### src/rtl/vga_pkg.sv
// box_raster shared types and defaults.
// Timing geometry, colours and the box record used by the raster.
package vga_pkg;

  typedef logic [11:0] rgb_t;

  localparam int PIX_DIV_D  = 4;
  localparam int H_ACTIVE_D = 640;
  localparam int H_FP_D     = 16;
  localparam int H_SYNC_D   = 96;
  localparam int H_BP_D     = 48;
  localparam int V_ACTIVE_D = 480;
  localparam int V_FP_D     = 10;
  localparam int V_SYNC_D   = 2;
  localparam int V_BP_D     = 33;

  localparam int H_TOTAL_D =
    H_ACTIVE_D + H_FP_D + H_SYNC_D + H_BP_D;
  localparam int V_TOTAL_D =
    V_ACTIVE_D + V_FP_D + V_SYNC_D + V_BP_D;

  localparam rgb_t COL_BG_D  = 12'h000;
  localparam rgb_t COL_A_D   = 12'hF00;
  localparam rgb_t COL_B_D   = 12'h0F0;
  localparam rgb_t COL_HIT_D = 12'hFF0;

  typedef struct packed {
    logic [11:0] x1;
    logic [11:0] x2;
    logic [11:0] y1;
    logic [11:0] y2;
  } box_t;

  // Half-open inside test; an inverted box is empty.
  function automatic logic box_in(
    box_t b,
    logic [11:0] h,
    logic [11:0] v
  );
    return (h >= b.x1) && (h < b.x2) &&
           (v >= b.y1) && (v < b.y2);
  endfunction

endpackage

### src/rtl/box_raster_if.sv
// box_raster bus: box coordinates in, VGA stream out.
// master drives boxes, slave is the raster.
interface box_raster_if;
  import vga_pkg::*;

  logic [11:0] i_a_x1;
  logic [11:0] i_a_x2;
  logic [11:0] i_a_y1;
  logic [11:0] i_a_y2;
  logic [11:0] i_b_x1;
  logic [11:0] i_b_x2;
  logic [11:0] i_b_y1;
  logic [11:0] i_b_y2;

  logic        o_hs;
  logic        o_vs;
  logic        o_de;
  logic [9:0]  o_x;
  logic [9:0]  o_y;
  rgb_t        o_rgb;
  logic        o_ani_stb;
  logic        o_hit;

  modport master (
    output i_a_x1, i_a_x2, i_a_y1, i_a_y2,
    output i_b_x1, i_b_x2, i_b_y1, i_b_y2,
    input  o_hs, o_vs, o_de, o_x, o_y,
    input  o_rgb, o_ani_stb, o_hit
  );

  modport slave (
    input  i_a_x1, i_a_x2, i_a_y1, i_a_y2,
    input  i_b_x1, i_b_x2, i_b_y1, i_b_y2,
    output o_hs, o_vs, o_de, o_x, o_y,
    output o_rgb, o_ani_stb, o_hit
  );

endinterface

### src/rtl/raster_timing.sv
// Pixel-strobe divider and h/v raster counters.
// Sync/visible windows are decoded from the live counters.
module raster_timing #(
  parameter int PIX_DIV  = 4,
  parameter int H_ACTIVE = 640,
  parameter int H_FP     = 16,
  parameter int H_SYNC   = 96,
  parameter int H_BP     = 48,
  parameter int V_ACTIVE = 480,
  parameter int V_FP     = 10,
  parameter int V_SYNC   = 2,
  parameter int V_BP     = 33
) (
  input  logic        i_clk,
  input  logic        i_rst,
  output logic        o_pix_stb,
  output logic [11:0] o_h,
  output logic [11:0] o_v,
  output logic        o_hs,
  output logic        o_vs,
  output logic        o_de,
  output logic        o_frame_stb,
  output logic        o_last_stb
);

  localparam int DW = $clog2(PIX_DIV);
  localparam int H_TOTAL = H_ACTIVE + H_FP + H_SYNC + H_BP;
  localparam int V_TOTAL = V_ACTIVE + V_FP + V_SYNC + V_BP;
  localparam int HS_LO = H_ACTIVE + H_FP;
  localparam int HS_HI = H_ACTIVE + H_FP + H_SYNC;
  localparam int VS_LO = V_ACTIVE + V_FP;
  localparam int VS_HI = V_ACTIVE + V_FP + V_SYNC;

  logic [DW-1:0] div;
  logic          h_end;
  logic          v_end;

  assign o_pix_stb = (div == DW'(PIX_DIV - 1));
  assign h_end = (o_h == 12'(H_TOTAL - 1));
  assign v_end = (o_v == 12'(V_TOTAL - 1));

  // Divider wraps on the strobe; counters step once per pixel.
  always_ff @(posedge i_clk) begin
    if (i_rst) begin
      div <= '0;
      o_h <= '0;
      o_v <= '0;
    end else begin
      div <= o_pix_stb ? '0 : div + DW'(1);
      if (o_pix_stb) begin
        if (h_end) begin
          o_h <= '0;
          o_v <= v_end ? 12'd0 : o_v + 12'd1;
        end else begin
          o_h <= o_h + 12'd1;
        end
      end
    end
  end

  assign o_hs = !((o_h >= 12'(HS_LO)) &&
                  (o_h < 12'(HS_HI)));
  assign o_vs = !((o_v >= 12'(VS_LO)) &&
                  (o_v < 12'(VS_HI)));
  assign o_de = (o_h < 12'(H_ACTIVE)) &&
                (o_v < 12'(V_ACTIVE));

  assign o_frame_stb = o_pix_stb &&
    (o_h == 12'(H_ACTIVE - 1)) &&
    (o_v == 12'(V_ACTIVE - 1));
  assign o_last_stb = o_pix_stb && h_end && v_end;

endmodule

### src/rtl/box_raster.sv
// Two-box compositor on a VGA raster.
// Shadowed boxes, colour mux, per-frame collision flag.
module box_raster
  import vga_pkg::*;
#(
  parameter int   PIX_DIV  = PIX_DIV_D,
  parameter int   H_ACTIVE = H_ACTIVE_D,
  parameter int   H_FP     = H_FP_D,
  parameter int   H_SYNC   = H_SYNC_D,
  parameter int   H_BP     = H_BP_D,
  parameter int   V_ACTIVE = V_ACTIVE_D,
  parameter int   V_FP     = V_FP_D,
  parameter int   V_SYNC   = V_SYNC_D,
  parameter int   V_BP     = V_BP_D,
  parameter rgb_t COL_BG   = COL_BG_D,
  parameter rgb_t COL_A    = COL_A_D,
  parameter rgb_t COL_B    = COL_B_D,
  parameter rgb_t COL_HIT  = COL_HIT_D
) (
  input  logic  i_clk,
  input  logic  i_rst,
  box_raster_if.slave bus
);

  logic        pix_stb;
  logic        frame_stb;
  logic        last_stb;
  logic [11:0] h;
  logic [11:0] v;
  logic        t_hs;
  logic        t_vs;
  logic        t_de;

  box_t in_a;
  box_t in_b;
  box_t sh_a;
  box_t sh_b;
  logic a_in;
  logic b_in;
  logic hit_now;
  logic hit_acc;
  rgb_t col;

  logic       hs_q;
  logic       vs_q;
  logic       de_q;
  logic [9:0] x_q;
  logic [9:0] y_q;
  rgb_t       rgb_q;
  logic       hit_q;

  raster_timing #(
    .PIX_DIV  (PIX_DIV),
    .H_ACTIVE (H_ACTIVE),
    .H_FP     (H_FP),
    .H_SYNC   (H_SYNC),
    .H_BP     (H_BP),
    .V_ACTIVE (V_ACTIVE),
    .V_FP     (V_FP),
    .V_SYNC   (V_SYNC),
    .V_BP     (V_BP)
  ) u_timing (
    .i_clk       (i_clk),
    .i_rst       (i_rst),
    .o_pix_stb   (pix_stb),
    .o_h         (h),
    .o_v         (v),
    .o_hs        (t_hs),
    .o_vs        (t_vs),
    .o_de        (t_de),
    .o_frame_stb (frame_stb),
    .o_last_stb  (last_stb)
  );

  assign in_a = '{x1: bus.i_a_x1, x2: bus.i_a_x2,
                  y1: bus.i_a_y1, y2: bus.i_a_y2};
  assign in_b = '{x1: bus.i_b_x1, x2: bus.i_b_x2,
                  y1: bus.i_b_y1, y2: bus.i_b_y2};

  // Boxes only change at the very last pixel, so no tearing.
  always_ff @(posedge i_clk) begin
    if (i_rst) begin
      sh_a <= '0;
      sh_b <= '0;
    end else if (last_stb) begin
      sh_a <= in_a;
      sh_b <= in_b;
    end
  end

  assign a_in = box_in(sh_a, h, v);
  assign b_in = box_in(sh_b, h, v);
  assign hit_now = t_de && a_in && b_in;

  // Colour priority: blank, overlap, A, B, background.
  always_comb begin
    col = COL_BG;
    priority case (1'b1)
      !t_de:        col = '0;
      a_in && b_in: col = COL_HIT;
      a_in:         col = COL_A;
      b_in:         col = COL_B;
      default:      col = COL_BG;
    endcase
  end

  // Overlap accumulates over the frame, reported at frame end.
  always_ff @(posedge i_clk) begin
    if (i_rst) begin
      hit_acc <= 1'b0;
      hit_q   <= 1'b0;
    end else if (frame_stb) begin
      hit_q   <= hit_acc | hit_now;
      hit_acc <= 1'b0;
    end else if (pix_stb && hit_now) begin
      hit_acc <= 1'b1;
    end
  end

  // Output stage, one pixel behind the counters.
  always_ff @(posedge i_clk) begin
    if (i_rst) begin
      hs_q  <= 1'b1;
      vs_q  <= 1'b1;
      de_q  <= 1'b0;
      x_q   <= '0;
      y_q   <= '0;
      rgb_q <= '0;
    end else if (pix_stb) begin
      hs_q  <= t_hs;
      vs_q  <= t_vs;
      de_q  <= t_de;
      x_q   <= h[9:0];
      y_q   <= v[9:0];
      rgb_q <= col;
    end
  end

  assign bus.o_hs      = hs_q;
  assign bus.o_vs      = vs_q;
  assign bus.o_de      = de_q;
  assign bus.o_x       = x_q;
  assign bus.o_y       = y_q;
  assign bus.o_rgb     = rgb_q;
  assign bus.o_ani_stb = frame_stb;
  assign bus.o_hit     = hit_q;

endmodule

### src/flat_wrapper.sv
// flat-port wrapper written by rule: the top's interface ports become plain ports
module box_raster_flat import vga_pkg::*;
#(
  parameter int   PIX_DIV  = PIX_DIV_D,
  parameter int   H_ACTIVE = H_ACTIVE_D,
  parameter int   H_FP     = H_FP_D,
  parameter int   H_SYNC   = H_SYNC_D,
  parameter int   H_BP     = H_BP_D,
  parameter int   V_ACTIVE = V_ACTIVE_D,
  parameter int   V_FP     = V_FP_D,
  parameter int   V_SYNC   = V_SYNC_D,
  parameter int   V_BP     = V_BP_D,
  parameter rgb_t COL_BG   = COL_BG_D,
  parameter rgb_t COL_A    = COL_A_D,
  parameter rgb_t COL_B    = COL_B_D,
  parameter rgb_t COL_HIT  = COL_HIT_D
)
  (i_clk, i_rst, bus_i_a_x1, bus_i_a_x2, bus_i_a_y1, bus_i_a_y2, bus_i_b_x1, bus_i_b_x2, bus_i_b_y1, bus_i_b_y2, bus_o_hs, bus_o_vs, bus_o_de, bus_o_x, bus_o_y, bus_o_rgb, bus_o_ani_stb, bus_o_hit);
  box_raster_if bus_i ();
  input  logic i_clk;
  input  logic i_rst;
  input wire logic [$bits(bus_i.i_a_x1)-1:0] bus_i_a_x1;
  input wire logic [$bits(bus_i.i_a_x2)-1:0] bus_i_a_x2;
  input wire logic [$bits(bus_i.i_a_y1)-1:0] bus_i_a_y1;
  input wire logic [$bits(bus_i.i_a_y2)-1:0] bus_i_a_y2;
  input wire logic [$bits(bus_i.i_b_x1)-1:0] bus_i_b_x1;
  input wire logic [$bits(bus_i.i_b_x2)-1:0] bus_i_b_x2;
  input wire logic [$bits(bus_i.i_b_y1)-1:0] bus_i_b_y1;
  input wire logic [$bits(bus_i.i_b_y2)-1:0] bus_i_b_y2;
  output wire logic [$bits(bus_i.o_hs)-1:0] bus_o_hs;
  output wire logic [$bits(bus_i.o_vs)-1:0] bus_o_vs;
  output wire logic [$bits(bus_i.o_de)-1:0] bus_o_de;
  output wire logic [$bits(bus_i.o_x)-1:0] bus_o_x;
  output wire logic [$bits(bus_i.o_y)-1:0] bus_o_y;
  output wire logic [$bits(bus_i.o_rgb)-1:0] bus_o_rgb;
  output wire logic [$bits(bus_i.o_ani_stb)-1:0] bus_o_ani_stb;
  output wire logic [$bits(bus_i.o_hit)-1:0] bus_o_hit;
  assign bus_i.i_a_x1 = bus_i_a_x1;
  assign bus_i.i_a_x2 = bus_i_a_x2;
  assign bus_i.i_a_y1 = bus_i_a_y1;
  assign bus_i.i_a_y2 = bus_i_a_y2;
  assign bus_i.i_b_x1 = bus_i_b_x1;
  assign bus_i.i_b_x2 = bus_i_b_x2;
  assign bus_i.i_b_y1 = bus_i_b_y1;
  assign bus_i.i_b_y2 = bus_i_b_y2;
  assign bus_o_hs = bus_i.o_hs;
  assign bus_o_vs = bus_i.o_vs;
  assign bus_o_de = bus_i.o_de;
  assign bus_o_x = bus_i.o_x;
  assign bus_o_y = bus_i.o_y;
  assign bus_o_rgb = bus_i.o_rgb;
  assign bus_o_ani_stb = bus_i.o_ani_stb;
  assign bus_o_hit = bus_i.o_hit;
  box_raster #(.PIX_DIV(PIX_DIV), .H_ACTIVE(H_ACTIVE), .H_FP(H_FP), .H_SYNC(H_SYNC), .H_BP(H_BP), .V_ACTIVE(V_ACTIVE), .V_FP(V_FP), .V_SYNC(V_SYNC), .V_BP(V_BP), .COL_BG(COL_BG), .COL_A(COL_A), .COL_B(COL_B), .COL_HIT(COL_HIT)) u_core (.i_clk(i_clk), .i_rst(i_rst), .bus(bus_i));
endmodule
### config.mk
export PLATFORM = sky130hd
export DESIGN_NAME = box_raster_flat
export DESIGN_NICKNAME = d
export VERILOG_FILES = /design/src/rtl/vga_pkg.sv /design/src/rtl/box_raster_if.sv /design/src/rtl/raster_timing.sv /design/src/rtl/box_raster.sv /design/src/flat_wrapper.sv
export SDC_FILE = /design/constraint.sdc
export NUM_CORES = 1
export LEC_CHECK = 0
export CAP_MARGIN = 20
export CORE_AREA = 2 2 177 162
export DETAILED_ROUTE_END_ITERATION = 10
export DIE_AREA = 0 0 179 164
export HOLD_SLACK_MARGIN = 0.06
export PLACE_DENSITY_LB_ADDON = 0.05
export SYNTH_ARGS = -nofsm -noshare
export SYNTH_HDL_FRONTEND = slang
export SYNTH_HIERARCHICAL = 1
export SYNTH_SLANG_ARGS = --single-unit
### constraint.sdc
create_clock -name i_clk -period 3.1 [get_ports i_clk]
set_input_delay 0.775 -clock i_clk [delete_from_list [all_inputs] [get_ports i_clk]]
set_output_delay 0.775 -clock i_clk [all_outputs]
set_load 0.03 [all_outputs]
==> results by group, run 1 <==
Critical path
  – Crit-path max FO: 8
  – CP Launch Type: register
  – Crit-path slowest cell: dfxtp_2
  – Cell family contributing the most delay on the critical path: simple AND/OR/NAND/NOR gates
  – Critical setup path kind: register to output port
  – Critical path arrival: 2.17 ns
  – Crit. End Element: output port
  – Worst Path Buf+Inv: 1
  – Worst path cell trace: ha_1 -> and3_1 -> nand3_1 -> nor4_2 -> and3_1 -> buf_4
  – CP most frequent cell: and3_1
  – Worst Path Required: 2.32 ns
  – Largest stage delay on the critical path: 0.40 ns

Routing
  – Drt initial violations: 243
  – Detail Route Antenna Nets: 0
  – Drt wl/cell: 16.8 um
  – DRC: 0
  – DRT Pass-1 Iters: 4
  – Vias: 6462
  – Final wirelength: 23700 um
  – DR vias/cell: 4.60

CTS
  – Clk Latency, worst-skew pair: 0.43 ns
  – H-tree Lvls: 4
  – Clock sink total: 149
  – Clk root buf: clkbuf_16
  – Post-CTS Resized: 0
  – Clock Path Buffers: 2
  – Total CTS buffers: 17
  – Post-CTS setup buffer count: 0
  – CTS tree: done
  – Clk pin slew, worst setup/hold paths: 0.06 ns
  – Hold buffer count at cts: 0

STA
  – Setup slack after layout: 0.155 ns
  – Final Hold Fails: 0
  – RSZ-0062 raised after global routing: no
  – Worst slew pin tran: 0.771 ns
  – Fmax: 0.340 GHz
  – Slew headroom: 48.6%
  – Clock Skews: 0.0124 ns
  – Setup violations, final: 0
  – Tmin final: 2.94 ns
  – Worst Hold Slack: 0.438 ns
  – Setup TNS: 0 ns
  – Fin crit share: 95.0%
  – Fin. max-slew vios: 0

Layout
  – P&R area growth vs syn: 28.0%
  – Non-Filler Instances: 1405
  – FF+latch area: 2980 sq um
  – Area occupied by multi-input gates: 4540 sq um
  – Final core occ: 37.8%
  – Finished Cell Area: 10400 sq um
  – Layout Nets: 1228
  – Fill cells: 2851
  – Layout cells sized above 1: 6.42%

Synth
  – Main synth FF type: dfxtp_1
  – Mapped Area: 8120 sq um
  – Dominant cells by area after synthesis: dfxtp_1, ha_1, mux2i_1, nor2_1, inv_1
  – Synth cell count leaders: nor2_1, dfxtp_1, mux2i_1, inv_1, ha_1
  – Mapped Avg Cell Area: 8.93 sq um
  – Async S/R FF share, synth: 0%
  – Post-synth EDFFs: 0
  – Post-synthesis register bit count: 149
  – Share of the synthesized area in the top cell type: 36.8%
  – Seq/Total Area, Yosys: 36.8%
  – Yosys top cell by area: dfxtp_1
  – Ys Warns: 6
  – Synth Instances: 909
  – Most frequent cell after synthesis: nor2_1
  – Netlist cell types: 58

Power and ir drop
  – Pwr/cell area: 397 nW/um^2
  – Leak Pwr: 3.70 nW
  – Total chip power: 4.12 mW
  – Peak supply drop: 361 uV

Global route
  – Final global-route overflow total: 0
  – Vias in the first global route: 6476
  – Largest net degree at the start of global routing: 70
  – Global-route wire length before repair: 36300 um
  – Overall routing resource usage: 16.4%
  – Antenna violations before repair: 1

Placed design
  – IO Port Bufs: 130
  – Final estimated routing congestion in global placement: 0.785
  – Dpl hpwl: 17600 um
  – Placed cell area: 9840 sq um
  – Pre-CTS WS: 0.539 ns
  – Placed Cells: 1373

Floorplan
  – I/O pin count: 135
  – Rows: 58
  – Die area: 29400 sq um
  – Initial Util: 29.5%
  – Core area: 27500 sq um
  – Chip Height: 164 um
  – Die W: 179 um

Hold path
  – Worst Hold Class: register to register

Run
  – MaxCap Viol Count: 0

Status
  – Status: finished, final reports clean
## layout by cell type, fill, tap and decap left out, drive strengths merged, types with 4 or more instances in the layout
master	count
a21oi	40
and4	11
or3	6
buf	24
clkbuf	19
nor2	153
conb	4
a2111oi	4
o21ai	18
o32ai	5
clkinv	6
nand2b	7
nor4	5
ha	98
xor2	7
mux2i	117
clkdlybuf4s50	128
nand2	32
inv	102
o311ai	4
nand4	17
nor3	11
dfxtp	149
nand3	26
and3	4
a221oi	4
## final timing paths
kind                            slack, ns  depth (start not counted)                    from                     end
worst max-delay path                 0.16                          6  u_core/u_timing/o_v[0]           bus_o_ani_stb
worst min-delay path                 0.44                          1  u_core/u_timing/div[0]  u_core/u_timing/div[0]
worst max register to register       0.57                          7  u_core/u_timing/o_v[4]         u_core/sh_a[21]
worst min register to register       0.44                          1  u_core/u_timing/div[0]  u_core/u_timing/div[0]
## state kept, by name, indices dropped and copies added (netlist names)
signal	flops
u_core/sh_a	48
u_core/sh_b	48
u_core/u_timing/o_h	12
u_core/u_timing/o_v	12
u_core/bus.o_x	10
u_core/bus.o_y	10
u_core/bus.o_rgb	2
u_core/u_timing/div	2
u_core/bus.o_de	1
u_core/bus.o_hit	1
u_core/bus.o_hs	1
u_core/bus.o_vs	1
u_core/hit_acc	1
## worst register-to-register path: cells and delay by family (launching register included)
family        cells  cell delay [ns]
buf+inv           2             0.59
flops             1             0.49
mux               1             0.33
simple gates      4             0.99
## where the power goes
group | switching (mW) | internal [mW] | total, mW
combinational | 0.0925 | 0.138 | 0.230
sequential | 0.00644 | 1.92 | 1.93
clock | 0.864 | 1.10 | 1.96
total | 0.963 | 3.16 | 4.12
## layout make-up
class | count | share of cell area, %
Multi-Input combinational cell | 612 | 43.7
Clock buffer | 19 | 4.17
Sequential cell | 149 | 28.7
Timing Repair Buffer | 152 | 14.4
Antenna cell | 1 | 0.0241
Tap cell | 360 | 4.34
Clock inverter | 12 | 1.04
Inverter | 100 | 3.61
## metal layers
layer,vias to the layer above,global-route usage (%),part of all wire (%),wire (um)
met4,0,3.99,0.66,157
met3,10,3.26,3.3,780
li1,3360,-,-,-
met5,-,0,0,0
met1,3003,20.9,47,11100
met2,89,28.3,49,11700
## kinds of logic after synthesis
| group | synth area share (%) |
|---|---|
| other cells | 0.0462 |
| flops | 36.8 |
| compound gates | 7.86 |
| buf+inv | 7.68 |
| xor+xnor | 1.08 |
| simple gates | 16.9 |
| fa+ha+maj | 15.1 |
| mux | 14.6 |
No activity file was read; power rests on OpenSTA's default activity.
==> run 2: changes to the inputs <==
Settings changed: CORE_AREA 2 2 177 162 to 2 2 174 159, DIE_AREA 0 0 179 164 to 0 0 176 161, SLEW_MARGIN from default to 5, SYNTH_HIERARCHICAL 1 to default.
==> run 2 against run 1 <==
  * Design area is 1.0% lower
  * Routed wire length down 5.5%
  * Count of clock-buffer cells in the layout up 3
  * First-iteration DRC count grew 55%
  * Fmax is 0.16% higher
  * Worst setup slack improved by 0.0048 ns
  * Sequential power barely moved
  * Combinational power down 8%
  * Via count up 2.5%
  * Register-to-register slack got worse by 0.24 ns
  * Core utilization grew 0.88 points
  * Clock skew fell by 0.0025 ns
  * Critical path type unchanged
  * Largest cell class unchanged
  * Highest routed layer unchanged
==> results by group, run 2 <==
Power and ir drop
  – Leak Pwr: 3.81 nW
  – Sw frac: 21.0%
  – Internal power: 3.58 mW
  – Total chip power: 4.53 mW
  – Peak supply drop: 369 uV
  – Net switching power: 0.952 mW
  – Comb power frac: 4.7%
  – Clock Power Share: 52.8%
  – Sequential cell fraction of total power: 42.5%
  – Pwr/cell area: 440 nW/um^2

Critical path
  – Crit-path slowest cell: dfxtp_1
  – Worst Path Required: 2.32 ns
  – Crit path depth: 6
  – R2R Setup Slk: 0.33 ns
  – Critical path arrival: 2.16 ns
  – Worst path cell trace: buf_4 -> nand4b_1 -> nor4_1 -> nand4_1 -> inv_2 -> buf_12
  – Worst Path Buf+Inv: 3
  – Cell family contributing the most delay on the critical path: simple AND/OR/NAND/NOR gates
  – Crit-path max FO: 6
  – R2R cell count: 9
  – Worst Setup SP: u_core.u_timing.o_v[2]
  – CP Launch Type: register
  – Critical setup path kind: register to output port
  – Critical R2R Capture: u_core.bus.o_rgb[7]
  – Crit. End Element: output port
  – Worst r2r src: u_core.u_timing.o_v[9]
  – Largest stage delay on the critical path: 0.55 ns
  – End point of the critical path: bus_o_ani_stb

Synth
  – Dominant cells by area after synthesis: dfxtp_1, ha_1, nand2_1, a21oi_1, inv_1
  – Synth cell count leaders: nand2_1, dfxtp_1, a21oi_1, inv_1, ha_1
  – Post-synthesis register bit count: 149
  – Ys Warns: 0
  – Most frequent cell after synthesis: nand2_1
  – Seq/Total Area, Yosys: 38.1%
  – Post-synth EDFFs: 0
  – Netlist cell types: 55
  – Main synth FF type: dfxtp_1
  – Yosys top cell by area: dfxtp_1
  – Synth Instances: 980
  – Mapped Avg Cell Area: 7.99 sq um
  – Mapped Area: 7830 sq um
  – Async S/R FF share, synth: 0%
  – Share of the synthesized area in the top cell type: 38.1%

Global route
  – Largest net degree at the start of global routing: 66
  – Vias in the first global route: 6468
  – Final global-route overflow total: 0
  – Antenna violations before repair: 0
  – Global-route wire length before repair: 35600 um
  – Overall routing resource usage: 16.2%

Routing
  – Drt initial violations: 377
  – Final wirelength: 22400 um
  – DRT Pass-1 Iters: 5
  – Drt wl/cell: 15.2 um
  – DRC: 0
  – Detail Route Antenna Nets: 0
  – Vias: 6623
  – DR vias/cell: 4.50

STA
  – Final Hold Fails: 0
  – Fmax: 0.340 GHz
  – Clock Skews: 0.00989 ns
  – Setup TNS: 0 ns
  – Worst slew pin tran: 0.703 ns
  – Tmin final: 2.94 ns
  – RSZ-0062 raised after global routing: no
  – Setup violations, final: 0
  – Worst Hold Slack: 0.429 ns
  – Slew headroom: 53.1%
  – Fin. max-slew vios: 0
  – Fin crit share: 94.8%
  – Setup slack after layout: 0.160 ns

Placed design
  – IO Port Bufs: 130
  – Placed cell area: 9600 sq um
  – Pre-CTS WS: 0.300 ns
  – Dpl hpwl: 16700 um
  – Final estimated routing congestion in global placement: 0.796
  – Placed Cells: 1441

CTS
  – Total CTS buffers: 17
  – Clk pin slew, worst setup/hold paths: 0.07 ns
  – CTS tree: done
  – Clock sink total: 149
  – Clk root buf: clkbuf_16
  – H-tree Lvls: 4
  – Post-CTS setup buffer count: 0
  – Clk Latency, worst-skew pair: 0.43 ns
  – Clock Path Buffers: 2

Layout
  – Area occupied by multi-input gates: 4230 sq um
  – Diode count: 0
  – Non-Filler Instances: 1473
  – Layout cells sized above 1: 7.06%
  – FF+latch area: 2990 sq um
  – Layout Nets: 1302
  – Finished Cell Area: 10300 sq um
  – Most frequent cells in the layout: nand2_1, dfxtp_1, clkdlybuf4s50_1, a21oi_1, inv_1
  – P&R area growth vs syn: 31.3%
  – Final core occ: 38.7%
  – Commonest non-fill, non-tap cell in the layout: nand2_1
  – Fill cells: 2839
  – Biggest regs: u_core.sh_a x48, u_core.sh_b x48

Run
  – MaxCap Viol Count: 0

Floorplan
  – Initial Util: 29.4%
  – Core area: 26600 sq um
  – Rows: 57
  – Die area: 28300 sq um
  – Die W: 176 um
  – Chip Height: 161 um
  – I/O pin count: 135

Hold path
  – Worst Hold Class: register to register

Status
  – Status: finished, final reports clean
==> run 2: cell types whose count changed in the layout (fill, tap and decap cells not counted), moves of 8 or more <==
cell      before  now
a21o_1         1   11
a21oi_1       40  118
nand3_1       26    8
mux2i_1      117   20
nand2_1       32  215
a211oi_1       1    9
nor2_1       152   64
==> run 2: kinds of logic (layout without fill, tap and decap cells) <==
family | count (synthesis) | in the layout | synth area share [%]
adder cells (fa/ha/maj) | 98 | 98 | 15.7
XOR/XNOR | 22 | 22 | 2.46
other | 1 | 4 | 0.0479
AND/OR/NAND/NOR | 357 | 357 | 20.0
AO/OA/AOI/OAI | 177 | 177 | 13.0
multiplexers | 21 | 21 | 2.70
buffers and inverters | 155 | 291 | 8.12
flip-flops | 149 | 149 | 38.1
==> run 2: power groups by stage <==
stage / registers, mW / logic [mW] / clock network, mW
after floorplan: 1.97 / 0.0674 / 0
after global placement: 1.97 / 0.213 / 0
after detailed placement: 1.97 / 0.213 / 0
after CTS: 1.92 / 0.214 / 2.45
after global routing: 1.92 / 0.229 / 2.52
final: 1.92 / 0.212 / 2.39
==> run 2: worst min-delay path by stage <==
stage | start | to | slack, ns | cells past startpoint
after detailed placement | u_core.u_timing.div[0] | u_core.u_timing.div[0] | 0.42 | 1
after global placement | u_core.u_timing.div[0] | u_core.u_timing.div[0] | 0.42 | 1
final | u_core.u_timing.div[0] | u_core.u_timing.div[0] | 0.43 | 1
after CTS | u_core.u_timing.div[0] | u_core.u_timing.div[0] | 0.43 | 1
after floorplan | u_core.u_timing.div[0] | u_core.u_timing.div[0] | 0.40 | 1
after global routing | u_core.u_timing.div[0] | u_core.u_timing.div[0] | 0.45 | 1
==> run 2: layout make-up <==
class,count,area share (%)
Inverter,99,3.61
Timing Repair Buffer,160,15.3
Clock buffer,22,4.71
Sequential cell,149,29.1
Clock inverter,10,1.85
Multi-Input combinational cell,679,41.2
Tap cell,354,4.31
==> run 2: per-layer routing <==
layer,routed length [um],GRT usage (%),up-vias
met5,0,0,-
met4,236,4.02,0
met3,885,3.25,18
met2,9070,22.9,132
met1,12200,25.0,2973
li1,-,-,3500
==> run 2: repair_timing <==
action / 4_1_cts / 5_1_grt
endpoints found under the setup margin: 1 / 1
endpoints found under the hold margin: 0 / 0
gates resized for setup: 1 / 4
hold buffers: 0 / 0
==> run 3: changes to the inputs <==
Settings changed: CELL_PAD_IN_SITES_DETAIL_PLACEMENT from default to 1, CELL_PAD_IN_SITES_GLOBAL_PLACEMENT from default to 1, REMOVE_ABC_BUFFERS from default to 1.
Clock period 3.1 ns to 2.92 ns, I/O delays scaled along.
==> run 3 against run 2 <==
  * Sequential cell count unchanged
  * Critical endpoint unchanged
  * Non-clock buffer count increased by 8
  * Combinational power increased by 6%
  * Die area unchanged
  * Global-route usage increased by 0.19 points
  * Worst hold slack improved by 0.0039 ns
  * Sequential share of layout area about the same
==> results by group, run 3 (synthesis results as in run 2) <==
CTS
  – H-tree Lvls: 4
  – Clock sink total: 149
  – Hold buffer count at cts: 0
  – CTS tree: done
  – Total CTS buffers: 17
  – Clk root buf: clkbuf_16
  – Clk pin slew, worst setup/hold paths: 0.07 ns
  – Clk Latency, worst-skew pair: 0.43 ns
  – Clock Path Buffers: 2

Layout
  – Layout cells sized above 1: 7.72%
  – Fill cells: 3152
  – Layout Nets: 1310
  – P&R area growth vs syn: 31.3%
  – Commonest non-fill, non-tap cell in the layout: nand2_1
  – Most frequent cells in the layout: nand2_1, dfxtp_1, clkdlybuf4s50_1, a21oi_1, inv_1
  – Biggest regs: u_core.sh_a x48, u_core.sh_b x48
  – Diode count: 0

STA
  – Setup TNS: 0 ns
  – Fmax: 0.355 GHz
  – Tmin final: 2.82 ns
  – Worst slew pin tran: 0.821 ns
  – Clock Skews: 0.0141 ns
  – Final Hold Fails: 0
  – Fin. max-slew vios: 0
  – Setup slack after layout: 0.102 ns
  – Slew headroom: 43.9%
  – Setup violations, final: 0
  – Fin crit share: 96.5%

Floorplan
  – Rows: 57
  – Initial Util: 29.4%
  – Core area: 26600 sq um
  – Die W: 176 um
  – I/O pin count: 135
  – Chip Height: 161 um
  – Die area: 28300 sq um

Critical path
  – Worst path cell trace: buf_4 -> nand4b_1 -> nor4_2 -> nand4_1 -> inv_2 -> buf_12
  – CP Launch Type: register
  – Worst Setup SP: u_core.u_timing.o_v[2]
  – Worst r2r src: u_core.u_timing.o_v[2]
  – Worst Path Required: 2.19 ns
  – Critical path arrival: 2.09 ns
  – Critical setup path kind: register to output port
  – Crit-path max FO: 6
  – Worst Path Buf+Inv: 3
  – Largest stage delay on the critical path: 0.54 ns
  – Crit. End Element: output port
  – Cell family contributing the most delay on the critical path: simple AND/OR/NAND/NOR gates
  – Crit path depth: 6
  – Crit-path slowest cell: dfxtp_1
  – R2R cell count: 7

Global route
  – Largest net degree at the start of global routing: 65
  – Overall routing resource usage: 16.4%
  – Global-route wire length before repair: 36500 um
  – Final global-route overflow total: 0
  – Antenna violations before repair: 0
  – Vias in the first global route: 6768

Routing
  – Drt wl/cell: 15.3 um
  – Drt initial violations: 169
  – Vias: 6709
  – DRT Pass-1 Iters: 4
  – Final wirelength: 22600 um
  – Detail Route Antenna Nets: 0
  – DRC: 0
  – DR vias/cell: 4.53

Power and ir drop
  – Leak Pwr: 3.81 nW
  – Pwr/cell area: 448 nW/um^2
  – Peak supply drop: 397 uV
  – Total chip power: 4.60 mW

Hold path
  – Worst hold path depth: 1
  – Hold path start: u_core.u_timing.div[0]
  – Worst Hold Class: register to register

Placed design
  – Pre-CTS WS: 0.147 ns
  – Dpl hpwl: 16900 um
  – IO Port Bufs: 130
  – Final estimated routing congestion in global placement: 0.798

Status
  – Status: finished, final reports clean

Run
  – MaxCap Viol Count: 0
==> run 3: repair_timing <==
item,4_1_cts,5_1_grt
endpoints found under the hold margin,0,0
buffers inserted,0,1
gates resized for setup,2,4
setup endpoints to repair,1,1
pin swaps,1,1
==> run 3: cell type report <==
class / instances / area (sq um) / area share [%]
Sequential cell: 149 / 2990 / 29.0
Multi-Input combinational cell: 679 / 4250 / 41.3
Inverter: 99 / 372 / 3.61
Tap cell: 354 / 443 / 4.31
Clock buffer: 19 / 443 / 4.31
Timing Repair Buffer: 168 / 1620 / 15.7
Clock inverter: 13 / 173 / 1.68
==> run 3: worst paths after layout <==
check,slack (ns),endpoint
max,0.10,bus_o_ani_stb
min,0.43,u_core.u_timing.div[0]
max reg2reg,0.16,u_core.hit_acc
min reg2reg,0.43,u_core.u_timing.div[0]
==> run 3: where the power goes <==
part           switching, mW  internal, mW  total (mW)
sequential           0.00483          2.04        2.04
clock                  0.957          1.38        2.34
combinational         0.0868         0.137       0.224
total                   1.05          3.55        4.60
==> run 3: metrics by stage <==
stage          std cells  hold WS, ns  instance area, sq um  utilization (%)
3_5_place_dp        1448        0.418                  9650             36.3
6_report            1481        0.433                 10300             38.7
3_3_place_gp        1448        0.417                  9650             36.3
4_1_cts             1480        0.434                 10300             38.6
2_1_floorplan        927        0.396                  7580                -
5_1_grt             1481        0.457                 10300             38.7
==> run 3: routing by layer <==
layer	vias to the layer above	GRT usage, %	part of all wire (%)
met2	104	23.9	40
li1	3512	-	-
met1	3081	25.0	55
met3	12	3.08	3.5
met5	-	0	0
met4	0	3.42	0.81
